--- src/rtl/and_or_pair_decoder.sv ---
// ---------------------------------------------------------------------------
// and_or_pair_decoder
//
// Receive side of the AND/OR combiner. The combiner sends
// and_p1 = (a & b) + 1 and or_m1 = (a | b) - 1. This block takes those pairs
// over a valid/ready stream and removes the +1/-1 offsets. It returns the OR
// value as out_a and the AND value as out_b, which together form one valid
// preimage of the combiner. It also counts, one bit per cycle, the positions
// where a and b differ, and flags pairs that cannot have come from any a, b.
// Running counts of delivered results and erroneous results are kept.
//
// Ports
//   clk, rst              rising-edge clock, asynchronous active-high reset
//   in_valid / in_ready   input handshake; in_ready is high only in IDLE
//   in_and_p1, in_or_m1   offset AND / OR values from the combiner
//   out_valid / out_ready result handshake; the result is held until accepted
//   out_a, out_b          reconstructed OR value and AND value
//   out_amb               number of bits set in OR and clear in AND
//   out_err               high if some bit is set in AND but clear in OR
//   err_count             saturating count of delivered results with out_err
//   pair_count            wrapping count of delivered results
// ---------------------------------------------------------------------------
module and_or_pair_decoder #(
    parameter int WIDTH = 8,
    parameter int CNT_W = 16,
    parameter int AMB_W = $clog2(WIDTH + 1)
) (
    input  logic             clk,
    input  logic             rst,
    input  logic             in_valid,
    output logic             in_ready,
    input  logic [WIDTH-1:0] in_and_p1,
    input  logic [WIDTH-1:0] in_or_m1,
    output logic             out_valid,
    input  logic             out_ready,
    output logic [WIDTH-1:0] out_a,
    output logic [WIDTH-1:0] out_b,
    output logic [AMB_W-1:0] out_amb,
    output logic             out_err,
    output logic [CNT_W-1:0] err_count,
    output logic [CNT_W-1:0] pair_count
);

    typedef enum logic [1:0] {
        ST_IDLE,
        ST_COUNT,
        ST_HOLD
    } state_t;

    state_t           r_state;
    logic             r_in_ready;
    logic             r_out_valid;
    logic [WIDTH-1:0] r_and;
    logic [WIDTH-1:0] r_or;
    logic [WIDTH-1:0] r_scan;
    logic [AMB_W-1:0] r_idx;
    logic [AMB_W-1:0] r_amb;
    logic             r_err;
    logic [CNT_W-1:0] r_err_count;
    logic [CNT_W-1:0] r_pair_count;

    logic [WIDTH-1:0] w_and_v;
    logic [WIDTH-1:0] w_or_v;
    logic             w_accept;
    logic             w_deliver;
    logic             w_last;

    // Undo the combiner offsets; both wrap modulo 2^WIDTH.
    assign w_and_v   = in_and_p1 - WIDTH'(1);
    assign w_or_v    = in_or_m1 + WIDTH'(1);
    assign w_accept  = in_valid && r_in_ready;
    assign w_deliver = r_out_valid && out_ready;
    assign w_last    = (r_idx == AMB_W'(WIDTH - 1));

    // Single FSM with registered handshake outputs. r_scan holds the
    // "differs" mask (OR set, AND clear) and is shifted right once per COUNT
    // cycle, so the bit under test is always the LSB. Bits that are set in
    // AND but clear in OR are excluded from the mask and so never counted.
    always_ff @(posedge clk or posedge rst) begin
        if (rst) begin
            r_state      <= ST_IDLE;
            r_in_ready   <= 1'b1;
            r_out_valid  <= 1'b0;
            r_and        <= '0;
            r_or         <= '0;
            r_scan       <= '0;
            r_idx        <= '0;
            r_amb        <= '0;
            r_err        <= 1'b0;
            r_err_count  <= '0;
            r_pair_count <= '0;
        end else begin
            case (r_state)
                ST_IDLE: begin
                    if (w_accept) begin
                        r_and      <= w_and_v;
                        r_or       <= w_or_v;
                        r_scan     <= w_or_v & ~w_and_v;
                        r_err      <= |(w_and_v & ~w_or_v);
                        r_amb      <= '0;
                        r_idx      <= '0;
                        r_in_ready <= 1'b0;
                        r_state    <= ST_COUNT;
                    end
                end
                ST_COUNT: begin
                    r_amb  <= r_amb + AMB_W'(r_scan[0]);
                    r_scan <= r_scan >> 1;
                    r_idx  <= r_idx + AMB_W'(1);
                    if (w_last) begin
                        r_out_valid <= 1'b1;
                        r_state     <= ST_HOLD;
                    end
                end
                ST_HOLD: begin
                    // Counters move only on delivery; the error count sticks
                    // at all-ones rather than wrapping back to zero.
                    if (w_deliver) begin
                        r_out_valid  <= 1'b0;
                        r_in_ready   <= 1'b1;
                        r_state      <= ST_IDLE;
                        r_pair_count <= r_pair_count + CNT_W'(1);
                        if (r_err && (r_err_count != {CNT_W{1'b1}})) begin
                            r_err_count <= r_err_count + CNT_W'(1);
                        end
                    end
                end
                default: begin
                    r_state     <= ST_IDLE;
                    r_in_ready  <= 1'b1;
                    r_out_valid <= 1'b0;
                end
            endcase
        end
    end

    assign in_ready   = r_in_ready;
    assign out_valid  = r_out_valid;
    assign out_a      = r_or;
    assign out_b      = r_and;
    assign out_amb    = r_amb;
    assign out_err    = r_err;
    assign err_count  = r_err_count;
    assign pair_count = r_pair_count;

endmodule

--- config.mk ---
export PLATFORM = sky130hd
export DESIGN_NAME = and_or_pair_decoder
export DESIGN_NICKNAME = d
export VERILOG_FILES = /design/src/rtl/and_or_pair_decoder.sv
export SDC_FILE = /design/constraint.sdc
export NUM_CORES = 1
export LEC_CHECK = 0
export ABC_AREA = 1
export CAP_MARGIN = 10
export CORE_ASPECT_RATIO = 1.4
export CORE_MARGIN = 2
export CORE_UTILIZATION = 57
export CTS_BUF_LIST = sky130_fd_sc_hd__clkbuf_8
export CTS_CLUSTER_DIAMETER = 150
export DETAILED_ROUTE_END_ITERATION = 8
export GPL_ROUTABILITY_DRIVEN = 0
export PLACE_DENSITY = 0.95
export SYNTH_ARGS = -nofsm -noshare
export SYNTH_HDL_FRONTEND = slang
export SYNTH_SLANG_ARGS = --single-unit
export TNS_END_PERCENT = 30
--- constraint.sdc ---
create_clock -name clk -period 6.3 [get_ports clk]
set_clock_uncertainty 0.2 [all_clocks]
set_input_delay 0.63 -clock clk [delete_from_list [all_inputs] [get_ports clk]]
set_output_delay 0.63 -clock clk [all_outputs]
set_load 0.005 [all_outputs]
==> summary.md, run 1 <==
| Metric | Value |
|---|---|
| Initial core utilization | approximately 58% |
| EDFF count, synth | 0 |
| GRT Total Usage | 26.0% |
| Clk root buf | clkbuf_8 |
| Max VDD drop | 188 uV |
| Antenna-violating nets left | 0 |
| Max-cap violations | 0 |
| Clock-pin transition on the worst setup and hold timing paths | 0.07 ns |
| Switching share of power | 34.8% |
| Mapped Cells | 439 |
| Ys async rst share | 100% |
| Grt total ovfl | 0 |
| CP endpoint kind | register |
| Power Dens Cells | around 370 nW/um2 |
| Core area | 6170 um2 |
| Syn_area_per_cell | 8.18 um2 |
| Int Pwr | between 0.001 and 0.0015 W |
| Nets | 546 |
| CP delay by family, top | buffers and inverters |
| Row Count | 34 |
| Postcts setup bufs | 0 |
| Final Max Slew Viols | 0 |
| Final setup fails | 0 |
| Clk_lat worst skew | 0.36 ns |
| Die H | 97.9 um |
| Fmax | 378 MHz |
| Critical path class | in2reg |
| Antenna cells | 0 |
| Drt first pass iters | 8 |
| Die X | 71.1 um |
| Share of cells above drive strength 1 | 6.87% |
| Post-placement cell count | just under 600 |
| Longest Clk Path Bufs | 2 |
| Synth unique cells | 37 |
| Combinational Power Share | 34.9% |
| Final core occ | 74.9% |
| Largest stage delay, worst path | 0.53 ns |
| Worst slew margin relative to its limit | 43.9% |
| Vias | 3,333 |
| Vias in the first global route | 3,401 |
| Post-Syn Area | 3590 um2 |
| Cts bufs inserted | 9 |
| Layout area overhead | 28.8% |
| Post-synth top area cell | dfrtp_1 |
| Initial drt markers | 277 |
| WP buf/inv | 3 |
| Non-Filler Instances | around 600 |
| Ys flop type | dfrtp_1 |
| Critical Path RT | ~6.3 ns |
| # DRC | 0 |
| Sw Pwr | 0.000602 W |
| First-pass GRT wire length | 14,500 um |
| Final hold vios | 0 |
| CP startpoint kind | input port |
| Most frequent cell after synthesis | nand2_1 |
| CTS tree | yes |
| LEAKAGE | 2.17 nW |
| Crit path max fanout | 24 |
| Total wire length | 8510 um |
| Synth top area cells | dfrtp_1 47%, nand2_1 12%, inv_1 5.5% |
| Slew @ Worst Pin | 0.842 ns |
| Largest net degree at the start of global routing | 70 |
| Critical path arrival | 2.64 ns |
| Clk sink count | between 60 and 70 |
| Die area | about 7000 um2 |
| Seq/Total Area, Yosys | 48.1% |
| Unrepaired setup endpoints after global routing | no |
| Min Clock Period, post-route | 2.64 ns |
| Hold-fix buffers at CTS | 0 |
| Seq pwr share | 41.7% |
| Share of the synthesized area in the top cell type | between 40% and 50% |
| Antenna violations before repair | 0 |
| HPWL Detailed | 6180 um |
| Hold crit path type | reg2reg |
| Most frequent cells after synthesis | 116 x nand2_1, 68 x dfrtp_1, 53 x inv_1 |
| Clock share of power | 23.4% |
| Worst-path cell chain | clkdlybuf4s50_1, nand2_1, nor3_4, inv_2, nand2_2, inv_2, nand2_1, o311ai_0 |
| H-tree depth | 3 |
| Avg Vias per Cell | ~5.6 |
| Port bufs | 74 |
| Setup tns final | 0 ns |
| IO Count | 75 |
| #FFs+latches synth | 69 |
| Slowest-stage cell, CP | nor3_4 |
| Warnings from Yosys | 0 |
| Final worst-path cycle share | 41.9% |
| Synthesized Nets | about 470 |
| Status | complete, no violations |
| Cts repair resizes | 0 |
| WL/cell | 14.3 um |
-- stage by stage --
stage | worst slack (ns) | instance area [um2] | total power, W | hold WS (ns)
3_3_place_gp | 3.47 | 4400 | 0.00128 | 0.248
3_5_place_dp | 3.36 | 4400 | 0.00132 | 0.263
5_1_grt | 3.54 | 4620 | 0.00183 | 0.293
6_report | 3.66 | 4620 | 0.00173 | 0.269
2_1_floorplan | 3.73 | 3590 | 0.00100 | 0.235
4_1_cts | 3.67 | 4620 | 0.00174 | 0.273
-- kinds of logic after synthesis --
family                   after synthesis  synth area share, %
AO/OA/AOI/OAI                         50                 8.51
XOR/XNOR                              25                 6.10
adder cells (fa/ha/maj)                7                 2.44
buffers and inverters                 63                 6.80
flip-flops                            69                 48.1
AND/OR/NAND/NOR                      225                 28.0
-- path summary, 6_finish.rpt --
| check | from | endpoint | slack [ns] | cells after the start |
|---|---|---|---|---|
| max reg2reg | r_state[0]$_DFFE_PP0P_ | r_scan[2]$_DFFE_PP0P_ | 3.81 | 7 |
| min reg2reg | out_amb[3]$_DFFE_PP0P_ | out_amb[3]$_DFFE_PP0P_ | 0.27 | 1 |
| min in group asynchronous | rst | out_b[7]$_DFFE_PP0P_ | 0.63 | 3 |
| max | in_valid | r_scan[2]$_DFFE_PP0P_ | 3.66 | 8 |
| min | out_amb[3]$_DFFE_PP0P_ | out_amb[3]$_DFFE_PP0P_ | 0.27 | 1 |
| max in group asynchronous | rst | err_count[14]$_DFFE_PP0P_ | 4.71 | 3 |
-- layout make-up --
| cell class | instances | area, um2 |
|---|---|---|
| Tap cell | 72 | 90.1 |
| Fill cell | 423 | 1550 |
| Sequential cell | 69 | 1730 |
| Multi-Input combinational cell | 307 | 1620 |
| Clock buffer | 10 | 138 |
| Timing Repair Buffer | 75 | 748 |
| Inverter | 57 | 214 |
| Clock inverter | 6 | 86.3 |
-- layer usage --
layer	track usage, %	share of wire, %	vias up
met5	0	0	-
met1	27.4	37	1600
met4	13.5	2.3	0
li1	-	-	1576
met3	6.71	5.8	24
met2	46.6	55	133
-- registers in the layout (all words and copies together), names as in the netlist --
register	cells
r_state	2
r_idx	4
out_valid	1
pair_count	16
out_a	8
r_scan	8
out_amb	4
in_ready	1
out_err	1
out_b	8
err_count	16
-- power by group through the flow --
stage / clock, W / combinational (W) / sequential (W)
3_5_place_dp: 0 / 0.000597 / 0.000722
5_1_grt: 0.000429 / 0.000664 / 0.000741
2_1_floorplan: 0 / 0.000301 / 0.000700
3_3_place_gp: 0 / 0.000565 / 0.000716
6_report: 0.000404 / 0.000604 / 0.000722
4_1_cts: 0.000409 / 0.000608 / 0.000719
-- placed cells by master, fill, tap and decap left out, types with 9 or more instances in the layout --
cell type and count:
clkbuf_8 10, clkdlybuf4s50_1 74, dfrtp_1 68, inv_1 52, nand2_1 116, nand3_1 33, nor2_1 46, o21ai_0 23
xnor2_1 9, xor2_1 16
No activity file was read; power rests on OpenSTA's default activity.
==> run 2: changes to the inputs <==
CORE_UTILIZATION = 48   (was 57)
PLACE_DENSITY = 0.88   (was 0.95)
clock period = 2.13 ns   (was 6.3 ns; I/O delays follow)
==> summary.md, run 2 (synthesis gave the netlist of run 1 again) <==
| Metric | Value |
|---|---|
| Max-cap violations | 0 (unchanged) |
| # DRC | 0 (unchanged) |
| Unrepaired setup endpoints after global routing | no |
| Initial drt markers | 176 (-36%) |
| GRT Total Usage | 22.1% (-3.9 points) |
| Slew @ Worst Pin | 0.509 ns (-0.332 ns) |
| Hold-fix buffers at CTS | 0 (unchanged) |
| Critical Path RT | 2.16 ns (-4.13 ns) |
| CP startpoint kind | register |
| First-pass GRT wire length | 14,200 um (-1.8%) |
| Hold crit path type | in2async |
| Post-placement cell count | 617 (+6.4%) |
| CP endpoint kind | register |
| Critical path arrival | 1.97 ns (-0.67 ns) |
| Worst Reg2Reg Path Length in Cells | 8 (+1) |
| Status | complete, no violations |
| Critical R2R Capture | err_count[3]$_DFFE_PP0P_ |
| Largest stage delay, worst path | 0.40 ns (-0.13 ns) |
| HPWL Detailed | 6540 um (+5.9%) |
| Final worst-path cycle share | 91.3% |
| WL/cell | 13.2 um (-7.5%) |
| Antenna-violating nets left | 0 (unchanged) |
| LEAKAGE | 2.23 nW (+2.8%) |
| CTS tree | yes |
| Cts repair resizes | 0 (unchanged) |
| Largest net degree at the start of global routing | 21 (-70%) |
| Final core occ | 64.9% (-10 points) |
| Worst-path cell chain | ha_1, nand3_1, nor3_1, nand4_1, nand2_2, inv_2, nand2_1, o21ai_0 |
| Antenna violations before repair | 0 (unchanged) |
| Setup tns final | 0 ns (unchanged) |
| Clk root buf | clkbuf_8 |
| Vias | 3,249 (-2.5%) |
| Nets | 558 (+2.2%) |
| Grt total ovfl | 0 (unchanged) |
| H-tree depth | 3 (unchanged) |
| Longest Clk Path Bufs | 2 (unchanged) |
| Antenna cells | 0 (unchanged) |
| Slowest-stage cell, CP | dfrtp_1 |
| Port bufs | 74 (unchanged) |
| Vias in the first global route | 3,245 (-4.6%) |
| Layout area overhead | 32.2% |
| Row Count | 37 (+8.8%) |
| Power Dens Cells | 1040 nW/um2 (+180%) |
| Worst R2R Start | err_count[1]$_DFFE_PP0P_ |
| Critical path class | reg2reg |
| IO Count | 75 (unchanged) |
| Avg Vias per Cell | 5.13 (-8.2%) |
| Most common cell after layout, fill and taps aside | nand2_1 |
| Core area | 7310 um2 (+19%) |
| Clk sink count | 69 (unchanged) |
| Crit path max fanout | 19 (-21%) |
| Die X | 77.1 um (+8.5%) |
| Final setup margin | 0.185 ns (-3.47 ns) |
| Commonest cells after routing, fill and taps aside | 115 x nand2_1, 74 x clkdlybuf4s50_1, 68 x dfrtp_1 |
| Worst slack, placed | 0.107 ns (-3.25 ns) |
| Postcts setup bufs | 0 (unchanged) |
| Drt first pass iters | 4 (-4) |
| Initial core utilization | 49.1% (-9.1 points) |
| Die H | 106 um (+8.6%) |
| Clk_lat worst skew | 0.36 ns (about the same) |
| Min Clock Period, post-route | 1.95 ns |
| Worst slew margin relative to its limit | 66.0% (+22 points) |
| Clock-pin transition on the worst setup and hold timing paths | 0.07 ns (about the same) |
| R2R setup slack | 0.18 ns (-3.63 ns) |
| Die area | 8200 um2 (+18%) |
| Final Max Slew Viols | 0 (unchanged) |
| Fmax | 514 MHz |
| Max VDD drop | 511 uV (+170%) |
| Cts bufs inserted | 9 (unchanged) |
| Final hold vios | 0 (unchanged) |
| Final setup fails | 0 (unchanged) |
| Non-Filler Instances | 633 (+6.2%) |
| Total wire length | 8360 um (-1.7%) |
| Share of cells above drive strength 1 | 8.58% (+1.7 points) |
-- run 2: worst max path at each step --
stage                                  start                         to  slack (ns)  depth (start not counted)
floorplan           err_count[0]$_DFFE_PP0P_   err_count[4]$_DFFE_PP0P_        0.33                          9
global route        err_count[1]$_DFFE_PP0P_  err_count[10]$_DFFE_PP0P_      0.0004                          8
detailed placement              in_and_p1[0]        out_err$_DFFE_PP0P_        0.11                         12
finish              err_count[1]$_DFFE_PP0P_   err_count[3]$_DFFE_PP0P_        0.18                          8
CTS                 err_count[1]$_DFFE_PP0P_   err_count[3]$_DFFE_PP0P_        0.18                          8
global placement                in_and_p1[0]        out_err$_DFFE_PP0P_        0.16                         12
-- run 2: report_power, final --
group          switching, W  total [W]  internal, W
Combinational      0.000879    0.00186     0.000983
Clock              0.000485    0.00101     0.000526
Sequential         0.000354    0.00209      0.00173
Total               0.00172    0.00496      0.00324
-- run 2: worst max-delay path: cells and delay by family (launching register included) --
family,cells,cell delay [ns]
DFF,1,0.40
and+or+nand+nor,5,0.71
buffers and inverters,1,0.15
AOI/OAI and AO/OA,1,0.08
adders and majority gates,1,0.28
-- run 2: routing by layer --
metal	vias up	track usage (%)	routed length (um)	share of wire (%)
met1	1521	23.7	3250	39
met3	20	4.75	394	4.7
li1	1603	-	-	-
met2	105	39.4	4390	52
met4	0	13.4	330	3.9
met5	-	0	0	0
-- run 2: final cells by class --
type	instances	area (um2)
multi-input combinational	307	1620
sequential	69	1730
tap	97	121
inverter	57	218
fill	622	2570
clock inverter	7	60.1
timing repair buffer	87	876
clock buffer	9	124
-- run 2: per-stage QoR --
stage,power [W],cell area (um2),hold slack [ns]
after floorplan,0.00296,3590,0.125
after global placement,0.00388,4560,0.250
after detailed placement,0.00398,4560,0.265
after CTS,0.00500,4740,0.0477
after global routing,0.00529,4750,0.0811
final,0.00496,4750,0.0447
==> run 3: changes to the inputs <==
PLACE_DENSITY = 0.79   (was 0.88)
SETUP_SLACK_MARGIN = 0.5   (was default)
==> summary.md, run 3 (synthesis gave the netlist of run 1 again) <==
| Metric | Value |
|---|---|
| Most common cell after layout, fill and taps aside | nand2_1 |
| Total Power | 0.00526 W (+6.0%) |
| Placed Area | 4530 um2 (-0.66%) |
| Sequential standard cell area | 1740 um2 (+0.51%) |
| Initial drt markers | 161 (-8.5%) |
| Power Dens Cells | 1020 nW/um2 (-2.3%) |
| Clk_lat worst skew | 0.34 ns (-0.02 ns) |
| Final setup margin | 0.407 ns (+0.223 ns) |
| Clk root buf | clkbuf_8 |
| Initial core utilization | 49.1% (unchanged) |
| Critical path class | reg2out |
| Clk sink count | 69 (unchanged) |
| WP buf/inv | 1 (unchanged) |
| Share of cells above drive strength 1 | 18.5% (+10 points) |
| Max VDD drop | 724 uV (+42%) |
| CP delay by family, top | buffers and inverters |
| Min Hold Slack | 0.0869 ns (+0.0422 ns) |
| Fmax | 580 MHz (+13%) |
| Nets | 583 (+4.5%) |
| Slew @ Worst Pin | 0.353 ns (-0.156 ns) |
| Layout area overhead | 43.4% |
| Antenna cells | 0 (unchanged) |
| Commonest cells after routing, fill and taps aside | 110 x nand2_1, 61 x dfrtp_1, 61 x clkdlybuf4s50_1 |
| CP endpoint kind | output port |
| # DRC | 0 (unchanged) |
| HPWL Detailed | 6320 um (-3.5%) |
| Min Clock Period, post-route | 1.72 ns (-0.223 ns) |
| Largest net degree at the start of global routing | 44 (+110%) |
| Hold-fix buffers at CTS | 0 (unchanged) |
| Drt first pass iters | 4 (unchanged) |
| Post-route cell area | 5150 um2 (+8.5%) |
| Antenna violations before repair | 0 (unchanged) |
| CTS tree | yes |
| Combinational Power Share | 40.1% (+2.6 points) |
| Footprint of the multi-input gates | 1760 um2 (+8.3%) |
| Avg Vias per Cell | 5.13 (about the same) |
| Max-cap violations | 0 (unchanged) |
| Final hold vios | 0 (unchanged) |
| Unrepaired setup endpoints after global routing | yes |
| GRT Total Usage | 21.7% (-0.43 points) |
| Port bufs | 74 (unchanged) |
| Slowest-stage cell, CP | clkdlybuf4s50_1 |
| Row Count | 37 (unchanged) |
| Switching share of power | 34.5% (-0.15 points) |
| Grt total ovfl | 0 (unchanged) |
| H-tree depth | 3 (unchanged) |
| Vias | 3,378 (+4.0%) |
| Crit path max fanout | 4 (-15) |
| WL/cell | 13.6 um (+3.2%) |
| Core area | 7310 um2 (unchanged) |
| Worst slew margin relative to its limit | 76.3% (+10 points) |
| Largest stage delay, worst path | 0.54 ns (+0.14 ns) |
| Worst slack, placed | 0.0404 ns (-0.0665 ns) |
| Seq pwr share | 40.2% (-1.9 points) |
| Status | complete, no violations |
| Die H | 106 um (unchanged) |
| Final worst-path cycle share | 80.9% (-10 points) |
| Die X | 77.1 um (unchanged) |
| Vias in the first global route | 3,219 (-0.80%) |
| Final Max Slew Viols | 0 (unchanged) |
| Fill count | 587 (-5.6%) |
| Cts bufs inserted | 9 (unchanged) |
| Clock share of power | 19.7% (-0.7 points) |
| Sw Pwr | 0.00181 W (+5.5%) |
| LEAKAGE | 2.53 nW (+14%) |
| Critical path arrival | 1.31 ns (-0.66 ns) |
| Worst-path cell chain | clkdlybuf4s50_1 |
| Antenna-violating nets left | 0 (unchanged) |
| Int Pwr | 0.00344 W (+6.2%) |
| IO Count | 75 (unchanged) |
| Longest Clk Path Bufs | 2 (unchanged) |
| Setup tns final | 0 ns (unchanged) |
| Critical Path RT | 1.72 ns (-0.44 ns) |
| First-pass GRT wire length | 14,300 um (+0.48%) |
| Die area | 8200 um2 (unchanged) |
| Final setup fails | 0 (unchanged) |
| Hold crit path type | in2async |
| Clock-pin transition on the worst setup and hold timing paths | 0.07 ns (about the same) |
| CP startpoint kind | register |
| Total wire length | 8970 um (+7.3%) |
run 3: cell count changes in the layout (fill, tap and decap cells not counted), moves of 5 or more:
cell and change:
buf_4 +19, clkdlybuf4s50_1 -13, dlymetal6s2s_1 +11, dfrtp_1 -7, dfrtp_2 +7, buf_6 +5, nand2_1 -5, nand3_1 -5
o21ai_0 -5
run 3: area by class of cell:
| type | instances | share of cell area (%) |
|---|---|---|
| multi-input cells | 307 | 34.1 |
| flip-flops and latches | 69 | 33.7 |
| repair buffers | 112 | 21.7 |
| inverters | 57 | 4.42 |
| clock buffers | 10 | 2.67 |
| well taps | 97 | 2.36 |
| clock inverters | 6 | 1.07 |
run 3: metal layers:
metal  GRT usage [%]  vias to the layer above  wire length (um)
met2            40.1                      118              4820
met5               0                        -                 0
met4            8.29                        0               218
met1            24.0                     1586              3520
met3            4.75                       22               414
li1                -                     1652                 -
run 3: final timing paths:
| check | from | slack [ns] | depth (start not counted) | end |
|---|---|---|---|---|
| setup reg to reg | in_ready$_DFFE_PP1P_ | 0.41 | 9 | out_err$_DFFE_PP0P_ |
| max in group asynchronous | rst | 1.34 | 3 | in_ready$_DFFE_PP1P_ |
| hold reg to reg | out_amb[3]$_DFFE_PP0P_ | 0.27 | 1 | out_amb[3]$_DFFE_PP0P_ |
| min in group clk | in_or_m1[0] | 0.12 | 3 | out_a[0]$_DFFE_PP0P_ |
| hold / removal | rst | 0.09 | 3 | err_count[13]$_DFFE_PP0P_ |
| setup / recovery | pair_count[0]$_DFFE_PP0P_ | 0.41 | 1 | pair_count[0] |
run 3: what timing repair did:
action	4_1_cts	5_1_grt
hold endpoints to repair	0	0
pin swaps	6	14
setup buffers	11	18
resized for setup	22	46
setup endpoints to repair	92	108
run 3: metrics by stage:
stage	cells	util (%)
final	658	70.4
after global routing	658	70.4
after CTS	640	66.5
after detailed placement	613	61.9
after global placement	613	61.9
after floorplan	439	-
run 3: power by group through the flow:
stage               Combinational [W]  Sequential, W  Clock, W
floorplan                    0.000890        0.00207         0
global placement              0.00182        0.00209         0
detailed placement            0.00186        0.00210         0
CTS                           0.00201        0.00208   0.00106
global route                  0.00233        0.00217   0.00112
finish                        0.00211        0.00211   0.00104
